`config.mk`:
```
export PLATFORM = sky130hd
export DESIGN_NAME = seven_segment_counter_flat
export DESIGN_NICKNAME = d
export VERILOG_FILES = /design/src/rtl/seven_segment_counter_if.sv /design/src/rtl/seven_segment_counter.sv /design/src/flat_wrapper.sv
export SDC_FILE = /design/constraint.sdc
export NUM_CORES = 1
export LEC_CHECK = 0
export CAP_MARGIN = 30
export CORE_MARGIN = 10
export CORE_UTILIZATION = 58
export CTS_CLUSTER_SIZE = 10
export DETAILED_ROUTE_END_ITERATION = 12
export GPL_ROUTABILITY_DRIVEN = 0
export PLACE_DENSITY = 0.8
export SYNTH_ARGS = -nofsm -noshare
export SYNTH_HDL_FRONTEND = slang
export SYNTH_SLANG_ARGS = --single-unit
```
`constraint.sdc`:
```
create_clock -name i_Clk -period 2.7 [get_ports i_Clk]
set_input_delay 0.81 -clock i_Clk [delete_from_list [all_inputs] [get_ports i_Clk]]
set_output_delay 0.81 -clock i_Clk [all_outputs]
set_load 0.005 [all_outputs]
```
`src/rtl/seven_segment_counter_if.sv`:
```
// rtl/seven_segment_counter_if.sv - switch, clear and display signals of the seven-segment counter
interface seven_segment_counter_if #(
   parameter int NUM_DIGITS = 2
);
   logic                      i_Switch_Up;
   logic                      i_Switch_Down;
   logic                      i_Clear;
   logic [4*NUM_DIGITS-1:0]   o_Count_BCD;
   logic [7*NUM_DIGITS-1:0]   o_Segments;
   logic                      o_Wrap;

   // board / stimulus side: drives the buttons and clear, observes the display
   modport master (
      output i_Switch_Up,
      output i_Switch_Down,
      output i_Clear,
      input  o_Count_BCD,
      input  o_Segments,
      input  o_Wrap
   );

   // counter side
   modport slave (
      input  i_Switch_Up,
      input  i_Switch_Down,
      input  i_Clear,
      output o_Count_BCD,
      output o_Segments,
      output o_Wrap
   );
endinterface

```
`src/rtl/seven_segment_counter.sv`:
```
// rtl/seven_segment_counter.sv - debounced BCD up/down counter with registered seven-segment decode
module seven_segment_counter #(
   parameter int NUM_DIGITS     = 2,
   parameter int MAX_COUNT      = 99,
   parameter int DEBOUNCE_LIMIT = 250000,
   parameter int ACTIVE_LOW     = 1
) (
   input  logic                 i_Clk,
   input  logic                 i_Rst,
   seven_segment_counter_if.slave bus
);

   localparam int CW = (DEBOUNCE_LIMIT > 1) ? $clog2(DEBOUNCE_LIMIT) : 1;
   localparam logic [CW-1:0] DB_LAST = CW'(DEBOUNCE_LIMIT - 1);
   localparam logic [6:0] POL = (ACTIVE_LOW != 0) ? 7'h7F : 7'h00;

   // Wrap value converted to BCD once, at elaboration.
   function automatic logic [4*NUM_DIGITS-1:0] to_bcd(input int value);
      int v;
      logic [4*NUM_DIGITS-1:0] r;
      v = value;
      r = '0;
      for (int k = 0; k < NUM_DIGITS; k++) begin
         r[4*k +: 4] = 4'(v % 10);
         v = v / 10;
      end
      return r;
   endfunction

   // Active-high GFEDCBA pattern; non-BCD nibbles blank the digit.
   function automatic logic [6:0] decode(input logic [3:0] d);
      logic [6:0] p;
      case (d)
         4'd0:    p = 7'b0111111;
         4'd1:    p = 7'b0000110;
         4'd2:    p = 7'b1011011;
         4'd3:    p = 7'b1001111;
         4'd4:    p = 7'b1100110;
         4'd5:    p = 7'b1101101;
         4'd6:    p = 7'b1111101;
         4'd7:    p = 7'b0000111;
         4'd8:    p = 7'b1111111;
         4'd9:    p = 7'b1101111;
         default: p = 7'b0000000;
      endcase
      return p;
   endfunction

   // Ripple a +1 through the digits; a 9 rolls to 0 and carries on.
   function automatic logic [4*NUM_DIGITS-1:0] bcd_inc(input logic [4*NUM_DIGITS-1:0] c);
      logic [4*NUM_DIGITS-1:0] r;
      logic carry;
      r = c;
      carry = 1'b1;
      for (int k = 0; k < NUM_DIGITS; k++) begin
         if (carry) begin
            if (c[4*k +: 4] == 4'd9) begin
               r[4*k +: 4] = 4'd0;
            end else begin
               r[4*k +: 4] = c[4*k +: 4] + 4'd1;
               carry = 1'b0;
            end
         end
      end
      return r;
   endfunction

   // Ripple a -1 through the digits; a 0 rolls to 9 and borrows on.
   function automatic logic [4*NUM_DIGITS-1:0] bcd_dec(input logic [4*NUM_DIGITS-1:0] c);
      logic [4*NUM_DIGITS-1:0] r;
      logic borrow;
      r = c;
      borrow = 1'b1;
      for (int k = 0; k < NUM_DIGITS; k++) begin
         if (borrow) begin
            if (c[4*k +: 4] == 4'd0) begin
               r[4*k +: 4] = 4'd9;
            end else begin
               r[4*k +: 4] = c[4*k +: 4] - 4'd1;
               borrow = 1'b0;
            end
         end
      end
      return r;
   endfunction

   localparam logic [4*NUM_DIGITS-1:0] MAX_BCD = to_bcd(MAX_COUNT);
   localparam logic [7*NUM_DIGITS-1:0] SEG_ZERO = {NUM_DIGITS{decode(4'd0) ^ POL}};

   // Index 0 is the up button, index 1 the down button.
   logic [1:0]    raw;
   logic [1:0]    meta;
   logic [1:0]    sync;
   logic [1:0]    stable;
   logic [1:0]    stable_d;
   logic [CW-1:0] db_cnt [2];
   logic [1:0]    press;

   logic [4*NUM_DIGITS-1:0] count;
   logic [4*NUM_DIGITS-1:0] count_next;
   logic                    wrap;
   logic                    wrap_next;
   logic [7*NUM_DIGITS-1:0] segs;

   assign raw = {bus.i_Switch_Down, bus.i_Switch_Up};

   // Two-stage synchroniser, then a debouncer that only follows the input after DEBOUNCE_LIMIT disagreeing edges.
   always_ff @(posedge i_Clk or posedge i_Rst) begin
      if (i_Rst) begin
         meta     <= '0;
         sync     <= '0;
         stable   <= '0;
         stable_d <= '0;
         db_cnt   <= '{default: '0};
      end else begin
         for (int s = 0; s < 2; s++) begin
            meta[s]     <= raw[s];
            sync[s]     <= meta[s];
            stable_d[s] <= stable[s];
            if (sync[s] == stable[s]) begin
               db_cnt[s] <= '0;
            end else if (db_cnt[s] == DB_LAST) begin
               stable[s] <= ~stable[s];
               db_cnt[s] <= '0;
            end else begin
               db_cnt[s] <= db_cnt[s] + CW'(1);
            end
         end
      end
   end

   // A press is the first cycle the debounced level is high; releases are ignored.
   assign press = stable & ~stable_d;

   // Next count: clear wins, simultaneous presses cancel, otherwise step with wrap at the ends.
   always_comb begin
      count_next = count;
      wrap_next  = 1'b0;
      if (bus.i_Clear) begin
         count_next = '0;
      end else if (press[0] && !press[1]) begin
         if (count == MAX_BCD) begin
            count_next = '0;
            wrap_next  = 1'b1;
         end else begin
            count_next = bcd_inc(count);
         end
      end else if (press[1] && !press[0]) begin
         if (count == '0) begin
            count_next = MAX_BCD;
            wrap_next  = 1'b1;
         end else begin
            count_next = bcd_dec(count);
         end
      end
   end

   // Count and wrap-pulse registers.
   always_ff @(posedge i_Clk or posedge i_Rst) begin
      if (i_Rst) begin
         count <= '0;
         wrap  <= 1'b0;
      end else begin
         count <= count_next;
         wrap  <= wrap_next;
      end
   end

   // Registered decode of the current count, one edge behind it, polarity applied last.
   always_ff @(posedge i_Clk or posedge i_Rst) begin
      if (i_Rst) begin
         segs <= SEG_ZERO;
      end else begin
         for (int k = 0; k < NUM_DIGITS; k++) begin
            segs[7*k +: 7] <= decode(count[4*k +: 4]) ^ POL;
         end
      end
   end

   assign bus.o_Count_BCD = count;
   assign bus.o_Segments  = segs;
   assign bus.o_Wrap      = wrap;

endmodule

```
`src/flat_wrapper.sv`:
```
// flat-port wrapper written by rule: the top's interface ports become plain ports
module seven_segment_counter_flat 
#(
   parameter int NUM_DIGITS     = 2,
   parameter int MAX_COUNT      = 99,
   parameter int DEBOUNCE_LIMIT = 250000,
   parameter int ACTIVE_LOW     = 1
)
  (i_Clk, i_Rst, bus_i_Switch_Up, bus_i_Switch_Down, bus_i_Clear, bus_o_Count_BCD, bus_o_Segments, bus_o_Wrap);
  seven_segment_counter_if #(.NUM_DIGITS(NUM_DIGITS)) bus_i ();
  input  logic i_Clk;
  input  logic i_Rst;
  input wire logic [$bits(bus_i.i_Switch_Up)-1:0] bus_i_Switch_Up;
  input wire logic [$bits(bus_i.i_Switch_Down)-1:0] bus_i_Switch_Down;
  input wire logic [$bits(bus_i.i_Clear)-1:0] bus_i_Clear;
  output wire logic [$bits(bus_i.o_Count_BCD)-1:0] bus_o_Count_BCD;
  output wire logic [$bits(bus_i.o_Segments)-1:0] bus_o_Segments;
  output wire logic [$bits(bus_i.o_Wrap)-1:0] bus_o_Wrap;
  assign bus_i.i_Switch_Up = bus_i_Switch_Up;
  assign bus_i.i_Switch_Down = bus_i_Switch_Down;
  assign bus_i.i_Clear = bus_i_Clear;
  assign bus_o_Count_BCD = bus_i.o_Count_BCD;
  assign bus_o_Segments = bus_i.o_Segments;
  assign bus_o_Wrap = bus_i.o_Wrap;
  seven_segment_counter #(.NUM_DIGITS(NUM_DIGITS), .MAX_COUNT(MAX_COUNT), .DEBOUNCE_LIMIT(DEBOUNCE_LIMIT), .ACTIVE_LOW(ACTIVE_LOW)) u_core (.i_Clk(i_Clk), .i_Rst(i_Rst), .bus(bus_i));
endmodule
```
==> results by stage <==
Yosys:
- The share of async-settable or async-resettable flops after synthesis is 1.00.
- The multiplexer share of the synthesized area is 0.00959.
- sky130_fd_sc_hd__dfrtp_1 takes more of the synthesized area than any other cell.
- Synthesis handed over a netlist of 338 instances.
- For this run, the number of Yosys warnings is 0.
- The simple-gate portion of the synthesized area is 0.221.
- The post-synthesis average cell area is 10.0 um^2.
- The number of synthesized register bits is 67.
- When the netlist entered floorplanning its net count stood at 359.
- The sequential area share after synthesis is 0.495.
- After synthesis, the largest family of logic cells by area is simple AND/OR/NAND/NOR gates.
- The fraction of synthesized cell area taken by the top area cell type is 0.479.
- The number of unique standard cell types used by synthesis is 50.
- Among all flip-flop cells after synthesis, the most frequent one is sky130_fd_sc_hd__dfrtp_1.
- After synthesis the cells add up to 3390 um^2.
- By area the synthesized netlist is led by sky130_fd_sc_hd__dfrtp_1 (48%), sky130_fd_sc_hd__xor2_1 (6.2%), sky130_fd_sc_hd__ha_1 (5.9%), sky130_fd_sc_hd__nor2_1 (5.8%), sky130_fd_sc_hd__nand2_1 (2.9%).
- Of the total synthesized cell area, the portion taken by XOR and XNOR cells is 0.0878.
- The post-synthesis compound-gate area fraction came to 0.0918.
- The adder and majority cell fraction of the synthesized area is 0.0590.
- The number of enable-type register cells in the synthesized netlist is 0.

Clocking:
- TritonCTS created 9 clock buffers.
- The number of cells upsized or downsized after cts is 0.
- No sink is reached through more buffers than the 2 on the longest clock path.
- After clock tree synthesis, the clock-pin slew on the worst setup and hold paths is 70 ps.
- The H-tree level count is 3.
- The number of hold buffers added after CTS was 0.
- The tree is rooted in a sky130_fd_sc_hd__clkbuf_8.
- The clock tree from TritonCTS is yes.
- The tree built by TritonCTS fans out to 67 sinks.
- Clock latency on the worst-skew pair, taken at its later pin, is 330 ps.
- Buffers added to address setup during post-CTS repair amount to 0.

Setup path:
- The worst endpoint data arrival time is 1520 ps.
- On the worst path, the slowest cell contributes a delay of 600 ps.
- The cell at the slowest stage of the critical path is sky130_fd_sc_hd__dfrtp_1.
- The cell class contributing the biggest share of worst-path delay is flip-flops.
- The category of the worst setup path capture point is a primary output.
- The worst setup path is launched from a flip-flop.
- The worst path required time is 1890 ps.
- Traced cell by cell, the critical path runs through clkdlybuf4s50_1.
- The critical path is of the reg -> out type.
- Counting both buffers and inverters, the worst setup path holds a total of 1.
- Along the worst path, the maximum fanout reaches 15.

Global route:
- The largest net degree at the start of global routing is 68.
- The residual overflow from global routing is 0.
- The number of global-route vias before repair is 2575.
- The initial antenna violation count is 0.
- The first-pass GRT wire length is 11800 um.
- For this run, the total global-route usage over all layers was measured as 0.157.

Worst hold path:
- The path class of the tightest hold or removal check is reg -> reg.

Floorplanning:
- Row generation in the floorplan step produced 27 rows.
- The height of the die is 96.5 um.
- The floorplan step defined a core boundary enclosing 5610 um^2.
- The initial utilization of the core area, before any placement, comes to 0.605.
- The floorplan step defined a die boundary enclosing 9310 um^2.
- The floorplan die width is 96.5 um.
- For this design the top-level I/O count stands at 28.

Detailed routing:
- The pre-antenna-repair detailed-routing pass consisted of 4 iterations.
- The detailed router placed 2516 vias in this run.
- The routed length per instance is 14.8 um.
- The sum of routed wire length over all layers is 6550 um.
- The first routing iteration left 133 violations.
- Dividing the detail-routed via count by the number of cells gives 5.68.
- In the routed design, unresolved DRC markers number 0.
- The count of nets left with antenna violations once routing finished came out at 0.

STA:
- Between clock sinks in the finished design, the worst skew comes to 6.64 ps.
- The part of the cycle the worst path needs is 0.865.
- At the pin with the least slew margin, the transition time is 678 ps.
- Setup repair after global routing left no endpoint under its margin.
- The shortest period the worst path allows is 2330 ps.
- The final count of hold timing violations is 0.
- The maximum clock frequency is 428 MHz.
- The max-slew violation total from the final report is 0.
- The final-layout setup total negative slack is 0 ps.
- The normalized max-slew margin is 0.548.
- The number of failing setup endpoints in the final timing report is 0.

Cells and area:
- In the layout the commonest cells are sky130_fd_sc_hd__dfrtp_1 (65), sky130_fd_sc_hd__nor2_1 (52), sky130_fd_sc_hd__clkdlybuf4s50_1 (27).
- For this run, the post-layout net count is 387.
- Leaving out fill and tap cells, the most frequent cell in the layout is sky130_fd_sc_hd__dfrtp_1.
- The number of cells in the finished layout apart from fillers is 443.
- The fraction of layout cells with a size suffix above 1 is 0.0755.
- The final cell area excluding filler cells is 3920 um^2.
- The number of antenna diodes in the final layout is 0.
- The area growth from synthesis to layout is 15.4%.

Placed design:
- The post-placement cell area is 3710 um^2.
- The detailed placer's ending HPWL is 4380 um.
- The count of port buffers added during placement is 27.
- After detailed placement, the design holds a cell count of 427.

Power and ir drop:
- Dividing total power by cell area gives a power density of 677 nW/um^2.
- VDD sags by at most 0.000514 V.
- The analysis attributes to cell leakage a power of 1.75 nW.

Status:
- The flow ran to the end, and the final reports show no timing, DRC or antenna violations.

Flow run:
- Max-cap violations in this run came to 0.
registers in the layout, summed over array words and instances, names as in the netlist:
signal,count
u_core.bus.o_Segments,14
u_core.bus.o_Wrap,1
u_core.stable_d,2
u_core.stable,2
u_core.sync,2
u_core.meta,2
u_core.bus.o_Count_BCD,8
u_core.db_cnt,36
synth_stat cells (5+ instances only):
cell type,instances
sky130_fd_sc_hd__and4_1,8
sky130_fd_sc_hd__nor2_1,52
sky130_fd_sc_hd__buf_2,6
sky130_fd_sc_hd__xor2_1,24
sky130_fd_sc_hd__o21ai_0,10
sky130_fd_sc_hd__and3_1,6
sky130_fd_sc_hd__inv_1,12
sky130_fd_sc_hd__nor4_1,5
sky130_fd_sc_hd__nor3_1,13
sky130_fd_sc_hd__xnor2_1,10
sky130_fd_sc_hd__a21oi_1,15
sky130_fd_sc_hd__ha_1,16
sky130_fd_sc_hd__nand4_1,8
sky130_fd_sc_hd__nand2_1,26
sky130_fd_sc_hd__dfrtp_1,65
sky130_fd_sc_hd__nand3_1,8
path summary, 6_finish.rpt:
path                                                 from                         to  slack, ps  cells past startpoint
worst max-delay path            u_core.bus.o_Count_BCD[6]         bus_o_Count_BCD[6]        370                      1
max in group asynchronous                           i_Rst  u_core.bus.o_Segments[13]       1510                      3
worst max register to register  u_core.bus.o_Count_BCD[1]  u_core.bus.o_Count_BCD[2]        490                      7
min in group asynchronous                           i_Rst          u_core.db_cnt[11]        870                      3
worst min-delay path                       u_core.meta[0]             u_core.sync[0]        350                      0
worst min register to register             u_core.meta[0]             u_core.sync[0]        350                      0
cell type report:
class / count / area, um^2
multi-input cells: 246 / 1590
repair buffers: 30 / 305
clock buffers: 15 / 176
fillers: 452 / 1690
inverters: 12 / 45.0
well taps: 72 / 90.1
flip-flops and latches: 67 / 1680
clock inverters: 1 / 30.0
logic make-up (layout without fill, tap and decap cells):
logic type,Yosys count,after routing
simple gates,148,148
flops,67,67
compound gates,45,45
xor+xnor,34,34
buf+inv,25,58
fa+ha+maj,16,16
mux,3,3
routing by layer:
layer,track usage,share of wire
met1,0.202,0.45
met2,0.244,0.48
met3,0.0401,0.055
met4,0.0726,0.020
met5,0,0
metrics by stage:
stage	power, mW	hold slack (ps)	worst slack, ps	utilization
detailed placement	1.83	337	394	0.662
finish	2.65	350	365	0.698
CTS	2.68	354	363	0.698
global route	2.81	368	287	0.698
floorplan	1.55	331	210	-
global placement	1.80	334	428	0.662
power breakdown:
part | internal (mW) | switching (mW)
Sequential | 1.11 | 0.107
Clock | 0.504 | 0.344
Combinational | 0.303 | 0.284
Total | 1.92 | 0.734
Power figures use the tool's default switching activity.
